**config.mk**
```make
export PLATFORM = sky130hd
export DESIGN_NAME = wb_byte_initiator_flat
export DESIGN_NICKNAME = d
export VERILOG_FILES = /design/src/rtl/wb_byte_initiator_if.sv /design/src/rtl/wb_byte_initiator.sv /design/src/flat_wrapper.sv
export SDC_FILE = /design/constraint.sdc
export NUM_CORES = 1
export LEC_CHECK = 0
export BUFFER_PORTS_ARGS = -buffer_cell sky130_fd_sc_hd__clkbuf_2
export CAP_MARGIN = 20
export CORE_MARGIN = 2
export CORE_UTILIZATION = 34
export CTS_BUF_LIST = sky130_fd_sc_hd__clkbuf_4
export DETAILED_ROUTE_END_ITERATION = 10
export PLACE_DENSITY = 0.57
export SYNTH_ARGS = -nofsm -noshare
export SYNTH_HDL_FRONTEND = slang
export SYNTH_SLANG_ARGS = --single-unit
```
**constraint.sdc**
```tcl
create_clock -name wb_clk -period 2.3 [get_ports wb_clk]
set_input_delay 0.46 -clock wb_clk [delete_from_list [all_inputs] [get_ports wb_clk]]
set_output_delay 0.46 -clock wb_clk [all_outputs]
set_load 0.005 [all_outputs]
```
**src/rtl/wb_byte_initiator_if.sv**
```systemverilog
// Byte-stream command/response and Wishbone initiator signals of wb_byte_initiator.
// master = the initiator itself; slave = host byte link plus Wishbone responder.
interface wb_byte_initiator_if;
  logic [7:0]  i_rx_data;
  logic        i_rx_valid;
  logic        o_rx_ready;
  logic [7:0]  o_tx_data;
  logic        o_tx_valid;
  logic        i_tx_ready;
  logic [31:0] o_wb_adr;
  logic [31:0] o_wb_dat;
  logic [3:0]  o_wb_sel;
  logic        o_wb_we;
  logic        o_wb_cyc;
  logic [31:0] i_wb_rdt;
  logic        i_wb_ack;
  logic        o_hold;

  modport master (
    input  i_rx_data, i_rx_valid, i_tx_ready, i_wb_rdt, i_wb_ack,
    output o_rx_ready, o_tx_data, o_tx_valid, o_wb_adr, o_wb_dat, o_wb_sel,
           o_wb_we, o_wb_cyc, o_hold
  );

  modport slave (
    output i_rx_data, i_rx_valid, i_tx_ready, i_wb_rdt, i_wb_ack,
    input  o_rx_ready, o_tx_data, o_tx_valid, o_wb_adr, o_wb_dat, o_wb_sel,
           o_wb_we, o_wb_cyc, o_hold
  );
endinterface

```
**src/rtl/wb_byte_initiator.sv**
```systemverilog
// Wishbone initiator driven by byte-stream W/R/H/G command frames; holds the CPU while loading.
// Optional ack timeout enabled by defining WB_BYTE_INITIATOR_TIMEOUT_EN (uses TIMEOUT, min 2).
module wb_byte_initiator #(
  parameter int TIMEOUT = 1024
) (
  input logic                 wb_clk,
  input logic                 wb_rst_n,
  wb_byte_initiator_if.master bus
);

  localparam logic [7:0] OP_WRITE = 8'h57;
  localparam logic [7:0] OP_READ  = 8'h52;
  localparam logic [7:0] OP_HOLD  = 8'h48;
  localparam logic [7:0] OP_GO    = 8'h47;
  localparam logic [7:0] RSP_OK   = 8'h4B;
  localparam logic [7:0] RSP_BAD  = 8'h3F;

  typedef enum logic [2:0] {
    IDLE,
    ADDR,
    DATA,
    BUS,
    RESP
  } state_t;

  state_t      state_q, state_d;
  logic [1:0]  cnt_q, cnt_d;
  logic [1:0]  last_q, last_d;
  logic [31:0] adr_q, adr_d;
  logic [31:0] dat_q, dat_d;
  logic [31:0] resp_q, resp_d;
  logic        we_q, we_d;
  logic        cyc_q, cyc_d;
  logic        rx_ready_q, rx_ready_d;
  logic        tx_valid_q, tx_valid_d;
  logic [7:0]  tx_data_q, tx_data_d;
  logic        hold_q, hold_d;
  logic        rx_fire;
  logic        tx_fire;

`ifdef WB_BYTE_INITIATOR_TIMEOUT_EN
  localparam logic [7:0] RSP_TMO = 8'h54;
  localparam int         TMO_W   = $clog2(TIMEOUT);
  localparam logic [TMO_W-1:0] TMO_LAST = TMO_W'(TIMEOUT - 1);
  logic [TMO_W-1:0] tmo_q, tmo_d;
`endif

  assign rx_fire = bus.i_rx_valid && rx_ready_q;
  assign tx_fire = tx_valid_q && bus.i_tx_ready;

  always_comb begin
    state_d    = state_q;
    cnt_d      = cnt_q;
    last_d     = last_q;
    adr_d      = adr_q;
    dat_d      = dat_q;
    resp_d     = resp_q;
    we_d       = we_q;
    cyc_d      = cyc_q;
    tx_valid_d = tx_valid_q;
    tx_data_d  = tx_data_q;
    hold_d     = hold_q;
`ifdef WB_BYTE_INITIATOR_TIMEOUT_EN
    tmo_d      = tmo_q;
`endif
    case (state_q)
      IDLE: begin
        if (rx_fire) begin
          cnt_d  = 2'd0;
          last_d = 2'd0;
          case (bus.i_rx_data)
            OP_WRITE: begin we_d = 1'b1; state_d = ADDR; end
            OP_READ:  begin we_d = 1'b0; state_d = ADDR; end
            OP_HOLD:  begin hold_d = 1'b1; resp_d = {24'h0, RSP_OK}; state_d = RESP; end
            OP_GO:    begin hold_d = 1'b0; resp_d = {24'h0, RSP_OK}; state_d = RESP; end
            default:  begin resp_d = {24'h0, RSP_BAD}; state_d = RESP; end
          endcase
        end
      end
      // Fields arrive LSB-first: each byte enters at the top and the word slides down.
      ADDR: begin
        if (rx_fire) begin
          adr_d = {bus.i_rx_data, adr_q[31:8]};
          cnt_d = cnt_q + 2'd1;
          if (cnt_q == 2'd3) state_d = we_q ? DATA : BUS;
        end
      end
      DATA: begin
        if (rx_fire) begin
          dat_d = {bus.i_rx_data, dat_q[31:8]};
          cnt_d = cnt_q + 2'd1;
          if (cnt_q == 2'd3) state_d = BUS;
        end
      end
      BUS: begin
        if (!cyc_q) begin
          cyc_d = 1'b1;
`ifdef WB_BYTE_INITIATOR_TIMEOUT_EN
          tmo_d = '0;
`endif
        end else if (bus.i_wb_ack) begin
          cyc_d   = 1'b0;
          resp_d  = we_q ? {24'h0, RSP_OK} : bus.i_wb_rdt;
          last_d  = we_q ? 2'd0 : 2'd3;
          state_d = RESP;
        end
`ifdef WB_BYTE_INITIATOR_TIMEOUT_EN
        else if (tmo_q == TMO_LAST) begin
          cyc_d   = 1'b0;
          resp_d  = {24'h0, RSP_TMO};
          last_d  = 2'd0;
          state_d = RESP;
        end else begin
          tmo_d = tmo_q + TMO_W'(1);
        end
`endif
      end
      // First clock loads the byte register; afterwards each accepted byte shifts the next one in.
      RESP: begin
        if (!tx_valid_q) begin
          tx_valid_d = 1'b1;
          tx_data_d  = resp_q[7:0];
        end else if (tx_fire) begin
          if (cnt_q == last_q) begin
            tx_valid_d = 1'b0;
            cnt_d      = 2'd0;
            state_d    = IDLE;
          end else begin
            tx_data_d = resp_q[15:8];
            resp_d    = {8'h0, resp_q[31:8]};
            cnt_d     = cnt_q + 2'd1;
          end
        end
      end
      default: state_d = IDLE;
    endcase
    rx_ready_d = (state_d == IDLE) || (state_d == ADDR) || (state_d == DATA);
  end

  always_ff @(posedge wb_clk) begin
    if (!wb_rst_n) begin
      state_q    <= IDLE;
      cnt_q      <= 2'd0;
      last_q     <= 2'd0;
      adr_q      <= 32'h0;
      dat_q      <= 32'h0;
      resp_q     <= 32'h0;
      we_q       <= 1'b0;
      cyc_q      <= 1'b0;
      rx_ready_q <= 1'b0;
      tx_valid_q <= 1'b0;
      tx_data_q  <= 8'h0;
      hold_q     <= 1'b1;
`ifdef WB_BYTE_INITIATOR_TIMEOUT_EN
      tmo_q      <= '0;
`endif
    end else begin
      state_q    <= state_d;
      cnt_q      <= cnt_d;
      last_q     <= last_d;
      adr_q      <= adr_d;
      dat_q      <= dat_d;
      resp_q     <= resp_d;
      we_q       <= we_d;
      cyc_q      <= cyc_d;
      rx_ready_q <= rx_ready_d;
      tx_valid_q <= tx_valid_d;
      tx_data_q  <= tx_data_d;
      hold_q     <= hold_d;
`ifdef WB_BYTE_INITIATOR_TIMEOUT_EN
      tmo_q      <= tmo_d;
`endif
    end
  end

  assign bus.o_rx_ready = rx_ready_q;
  assign bus.o_tx_valid = tx_valid_q;
  assign bus.o_tx_data  = tx_data_q;
  assign bus.o_wb_adr   = adr_q;
  assign bus.o_wb_dat   = dat_q;
  assign bus.o_wb_sel   = 4'hF;
  assign bus.o_wb_we    = we_q;
  assign bus.o_wb_cyc   = cyc_q;
  assign bus.o_hold     = hold_q;

endmodule

```
**src/flat_wrapper.sv**
```systemverilog
// flat-port wrapper written by rule: the top's interface ports become plain ports
module wb_byte_initiator_flat 
#(
  parameter int TIMEOUT = 1024
)
  (wb_clk, wb_rst_n, bus_i_rx_data, bus_i_rx_valid, bus_i_tx_ready, bus_i_wb_rdt, bus_i_wb_ack, bus_o_rx_ready, bus_o_tx_data, bus_o_tx_valid, bus_o_wb_adr, bus_o_wb_dat, bus_o_wb_sel, bus_o_wb_we, bus_o_wb_cyc, bus_o_hold);
  wb_byte_initiator_if bus_i ();
  input logic wb_clk;
  input logic wb_rst_n;
  input wire logic [$bits(bus_i.i_rx_data)-1:0] bus_i_rx_data;
  input wire logic [$bits(bus_i.i_rx_valid)-1:0] bus_i_rx_valid;
  input wire logic [$bits(bus_i.i_tx_ready)-1:0] bus_i_tx_ready;
  input wire logic [$bits(bus_i.i_wb_rdt)-1:0] bus_i_wb_rdt;
  input wire logic [$bits(bus_i.i_wb_ack)-1:0] bus_i_wb_ack;
  output wire logic [$bits(bus_i.o_rx_ready)-1:0] bus_o_rx_ready;
  output wire logic [$bits(bus_i.o_tx_data)-1:0] bus_o_tx_data;
  output wire logic [$bits(bus_i.o_tx_valid)-1:0] bus_o_tx_valid;
  output wire logic [$bits(bus_i.o_wb_adr)-1:0] bus_o_wb_adr;
  output wire logic [$bits(bus_i.o_wb_dat)-1:0] bus_o_wb_dat;
  output wire logic [$bits(bus_i.o_wb_sel)-1:0] bus_o_wb_sel;
  output wire logic [$bits(bus_i.o_wb_we)-1:0] bus_o_wb_we;
  output wire logic [$bits(bus_i.o_wb_cyc)-1:0] bus_o_wb_cyc;
  output wire logic [$bits(bus_i.o_hold)-1:0] bus_o_hold;
  assign bus_i.i_rx_data = bus_i_rx_data;
  assign bus_i.i_rx_valid = bus_i_rx_valid;
  assign bus_i.i_tx_ready = bus_i_tx_ready;
  assign bus_i.i_wb_rdt = bus_i_wb_rdt;
  assign bus_i.i_wb_ack = bus_i_wb_ack;
  assign bus_o_rx_ready = bus_i.o_rx_ready;
  assign bus_o_tx_data = bus_i.o_tx_data;
  assign bus_o_tx_valid = bus_i.o_tx_valid;
  assign bus_o_wb_adr = bus_i.o_wb_adr;
  assign bus_o_wb_dat = bus_i.o_wb_dat;
  assign bus_o_wb_sel = bus_i.o_wb_sel;
  assign bus_o_wb_we = bus_i.o_wb_we;
  assign bus_o_wb_cyc = bus_i.o_wb_cyc;
  assign bus_o_hold = bus_i.o_hold;
  wb_byte_initiator #(.TIMEOUT(TIMEOUT)) u_core (.wb_clk(wb_clk), .wb_rst_n(wb_rst_n), .bus(bus_i));
endmodule
```
======== Word level (Yosys, flattened, before mapping) ========
Cells that the tools add are included.
storage, ports and cells
  flip-flop bits (word level) ............. 116
  bits of input ports ..................... 45
  word-level logic and storage cells ...... 99
cells by class
  $add $sub $neg .......................... 1
  eq/ne operators ......................... 22
  mux-type cells .......................... 42
  reductions and logical operators ........ 22
operators by type and width
  kind                count
  $mux 32             7
  $pmux 32 s3         1
  $pmux 32 s2         1
  $mux 3              11
  $eq 8x7->1 const B  4
  $mux 8              3
  $mux 2              8
  $pmux 3 s5          1
  $ne 2x1->1 const B  5
  $ne 2x2->1 const B  5
  $eq 3x2->1 const B  3
  $reduce_and 3->1    3
  $reduce_and 8->1    1
  $eq 3x1->1 const B  2
  $logic_not 3->1     2
  $mux 1              6
  $pmux 2 s3          1
  $reduce_bool 2->1   3
  $reduce_bool 3->1   2
  $reduce_or 2->1     3
  $reduce_and 5->1    1
  $pmux 1 s2          2
  $pmux 2 s2          1
  $reduce_and 2->1    2
  7 further kinds     9

======== Logic depth before layout (Yosys ltp) ========
  depth in word-level cells ............... 8
  gate-level depth with buffers ........... 7
  depth with buffers taken out ............ 6

======== Worst setup path before layout ========
OpenSTA, ideal clock, no wires.
  path kind ............................... input-to-reg
  start point ............................. in bus_i_rx_data[0]
  end point ............................... reg u_core.resp_q[2]
  arrival time ............................ 1804 ps
  required time ........................... 2166 ps
  slack ................................... 362 ps
  cell stages on the path ................. 5
  buffers on the path ..................... 0
  cells stage by stage .................... or4b_2 > a211oi_1 > nor3_1 > a221oi_1 > a211oi_1
between the ends
  cells in the longest elaborated chain, start to end .. 5
RTL lines
  item                              line                      RTL
  start, declared                   flat_wrapper.sv:10        input wire logic [$bits(bus_i.i_rx_data)-1:0] bus_i_rx_data;
  $eq 8x7->1                        wb_byte_initiator.sv:71   case (bus.i_rx_data)
  $reduce_or 2->1 (no source line)  n/a
  $pmux 32 s2                       wb_byte_initiator.sv:71
  $mux 32                           wb_byte_initiator.sv:68   if (rx_fire) begin
  $pmux 32 s3                       wb_byte_initiator.sv:66   case (state_q)
  end signal, assigned              wb_byte_initiator.sv:163  resp_q <= resp_d;
  end, declared                     wb_byte_initiator.sv:31   logic [31:0] resp_q, resp_d;
Several ways; a longest one is shown, not always the timed one. The select of a mux whose other input is x is not followed.
A chain may end at the register's enable or synchronous reset.

======== Final worst setup path ========
  start point ............................. reg u_core.state_q[1]
  end point ............................... reg u_core.resp_q[1]
between the ends
  cells in the longest elaborated chain, start to end .. 3
RTL lines
  item                                                       line                      RTL
  start, declared                                            wb_byte_initiator.sv:26   state_t state_q, state_d;
  start signal, assigned                                     wb_byte_initiator.sv:158  state_q <= state_d;
  $eq 3x3->1, or another cell as far along                   wb_byte_initiator.sv:66
  $ne 2x2->1 (no source line), or another cell as far along  n/a
  $reduce_and 8->1 (no source line)                          n/a
Several ways; a longest one is shown, not always the timed one.

==> impl_results.md <==
- Status: finished, final reports clean
- Max-Cap Viols: 0
- IO Port Bufs: 121
- Via Count: 4369
- Worst setup SP type: flip-flop
- FF+latch count, synth: 115
- Hold_ws: 0.1728 ns
- Die width: 120.6 um
- Worst path top cell family by delay: simple AND/OR/NAND/NOR gates
- Remaining routing DRC violations: 0
- Setup-failing EPs final: 0
- Final setup margin: 0.2429 ns
- Post-DR wirelength/cell: 13.94 um
- Core footprint: 0.01324 mm2
- Ratio of cells with drive above 1 in the final layout: 0.2616
- R2R setup slack: 0.24 ns
- Cell count after placement: 835
- Initial antenna violation count: 0
- CP max stage delay: 0.45 ns
- Crit path cell chain: buf_4, or3_1, nor4_2, a211oi_4, buf_12, nand2b_1, a21oi_1
- Slowest CP cell: nor4_2
- Area Growth Syn to Fin: 25.41%
- Initial Util: 0.3488
- Number of global-route vias before repair: 3979
- Clock-pin slew on the worst setup and hold paths: 0.10 ns
- DRT met1 WL: 5.525 mm
- Total track usage: 0.1700
- Number of synthesized flops with an enable pin: 0
- Routed met3 length: 743 um
- Detailed placement HPWL: 8.425 mm
- Initial DRC Count: 266
- Met2 wire len: 5.611 mm
- Slew at the pin closest to its max-slew limit: 0.6104 ns
- Most frequent cells in the layout: 144 x nand2_1, 121 x clkbuf_2, 115 x dfxtp_1, 68 x a21oi_1, 37 x nor2_1
- Critical path required time: 2.76 ns
- H-Tree Depth: 4
- CP max FO: 29
- Min Tclk post-route: 2.057 ns
- Class of the worst hold path: in2reg
- Critical path endpoint category: flip-flop
- Row count: 42
- Number of buffers created by CTS: 17
- Hold path depth: 3
- Reg2reg start: u_core.state_q[1]
- Max Slew Vio Count: 0
- Register-to-Register Path Depth: 7
- Worst hold start: bus_i_rx_data[6]
- Worst IR drop on VDD: 0.3073 mV
- CP bufs+invs: 2
- Post-DRT Antenna Nets: 0
- First-pass GRT wire length: 19.69 mm
- Power density over cell area: 711.5 mW/mm2
- Layout Cells excl Fill: 868
- Relative slew slack: 0.5931
- Final Hold Fails: 0
- Via/cell ratio: 5.033
- Synthesized cell area: 0.004619 mm2
- Clk sinks: 115
- Sequential fraction of the synthesis area: 0.4984
- YS warnings: 0
- GPL Wtd Cong: 0.8298
- Worst slack, placed: -0.07140 ns
- CTS root buffer: clkbuf_4
- Post-synthesis cell count: 565
- Drt pass-1 iters: 4
- Diodes inserted: 0
- Clock Latency Late Sink: 0.53 ns
- Fin crit share: 0.8944
- Asr flop ratio synth: 0
- R2R Path End: u_core.resp_q[1]
- DIE AREA: 0.01453 mm2
- Top FF cell, synth: dfxtp_1
- Leak: 0.002190 uW
- CTS tree: done
- Avg Inst Size Synth: 8.176 um2
- Bufs on Longest Clock Path: 2
- Crit Path Class: reg2reg
- Chip height: 120.6 um
- Worst path arrival time: 2.52 ns
- RSZ-0062 raised after global routing: false
- Post-Route WL: 12.10 mm
- Hold endpoint: u_core.bus.o_wb_adr[30]
- Leading post-synthesis cells by cell area: dfxtp_1 50%, nand2_1 12%, a21oi_1 7.4%, a211oi_1 4.7%, nor2_1 3.2%
- I/O Pins: 126
- Highest Signal Layer: met4
- Commonest non-fill, non-tap cell in the layout: nand2_1
- Grt total ovfl: 0
- Cell taking the most area after synthesis: dfxtp_1
- Synth unique cells: 50
- Nets: 726
- Top cell type's share of synthesized area: 0.4984
- Skew final: 0.01636 ns
- Largest net degree at the start of global routing: 48
- Fmax: 486.1 MHz
## metal layers
layer	up-vias	global-route usage
li1	2207	-
met1	2033	0.2248
met2	114	0.2564
met3	15	0.05472
met4	0	0.06831
met5	-	0
## cell type report
class,instances,area (um2)
multi-input combinational,399,2126
timing repair buffer,142,800.8
clock inverter,13,190.2
tap,176,220.2
sequential,115,2302
inverter,5,18.77
clock buffer,18,135.1
fill,1360,7450
## power breakdown
group          internal, uW  switching (uW)  total (uW)
combinational           140             187         327
sequential             2040            37.1        2080
clock                   961             752        1710
total                  3150             977        4120
## how the worst max path moves through the flow
stage	from	cells past startpoint	to	slack, ns
4_1_cts	u_core.state_q[2]	6	u_core.resp_q[0]	0.10
3_3_place_gp	bus_i_rx_data[7]	7	u_core.resp_q[1]	-0.01
2_1_floorplan	bus_i_rx_data[0]	5	u_core.resp_q[2]	0.36
3_5_place_dp	bus_i_rx_data[7]	7	u_core.resp_q[1]	-0.07
6_report	u_core.state_q[1]	7	u_core.resp_q[1]	0.24
5_1_grt	u_core.state_q[2]	6	u_core.bus.o_tx_data[4]	0.10
## tightest hold or removal path: stages
cell and delay, ns:
clkbuf_2 0.10, nand2_1 0.05, a21oi_1 0.05
## state kept, by name (all words and copies together) (netlist names)
signal	count
u_core.bus.o_wb_dat	32
u_core.last_q	1
u_core.bus.o_tx_data	8
u_core.bus.o_wb_adr	32
u_core.resp_q	32
u_core.bus.o_wb_cyc	1
u_core.bus.o_tx_valid	1
u_core.state_q	3
u_core.bus.o_rx_ready	1
u_core.bus.o_wb_we	1
u_core.bus.o_hold	1
u_core.cnt_q	2
## through the flow
step	utilization	total power (uW)	area [um2]	TNS, ns
2_1_floorplan	-	2319	4631	0
3_3_place_gp	0.4113	2442	5446	-0.03118
3_5_place_dp	0.4113	2453	5446	-0.4013
4_1_cts	0.4363	4173	5778	0
5_1_grt	0.4375	4311	5793	0
6_report	0.4375	4122	5793	0
## cells in the mapped netlist (2+ instances only)
| cell | instances |
|---|---|
| a211oi_1 | 29 |
| a21oi_1 | 68 |
| a221oi_1 | 3 |
| a22oi_1 | 17 |
| a31oi_1 | 2 |
| a32o_1 | 2 |
| and3_1 | 3 |
| and3b_1 | 2 |
| buf_1 | 2 |
| buf_2 | 7 |
| buf_4 | 4 |
| clkbuf_1 | 36 |
| dfxtp_1 | 115 |
| inv_1 | 4 |
| mux2i_1 | 9 |
| nand2_1 | 144 |
| nand2b_1 | 6 |
| nand3_1 | 3 |
| nand3b_1 | 3 |
| nand4_1 | 12 |
| nor2_1 | 39 |
| nor3_1 | 5 |
| nor4_1 | 2 |
| o21ai_0 | 15 |
| o221ai_1 | 4 |
| o22ai_1 | 2 |
| or2_2 | 2 |
| or3_1 | 3 |
## what timing repair did
item                                    in CTS  in global routing
hold buffers                                 0                  0
endpoints found under the setup margin       2                 18
buffers inserted                             0                  2
gates resized for setup                      1                  0
endpoints found under the hold margin        0                  0
pin swaps                                    0                  1
## cells by family (layout without fill, tap and decap cells)
kind of cell	Yosys count	count (layout)	synth area share
and+or+nand+nor	229	229	0.2132
AOI/OAI and AO/OA	154	154	0.2121
DFF	115	115	0.4984
buffers and inverters	54	178	0.04902
muxes	10	10	0.02194
adders and majority gates	1	1	0.002708
other	1	4	0.0008118
xor gates and xnor gates	1	1	0.001896
(Power assumes the default switching activity.)
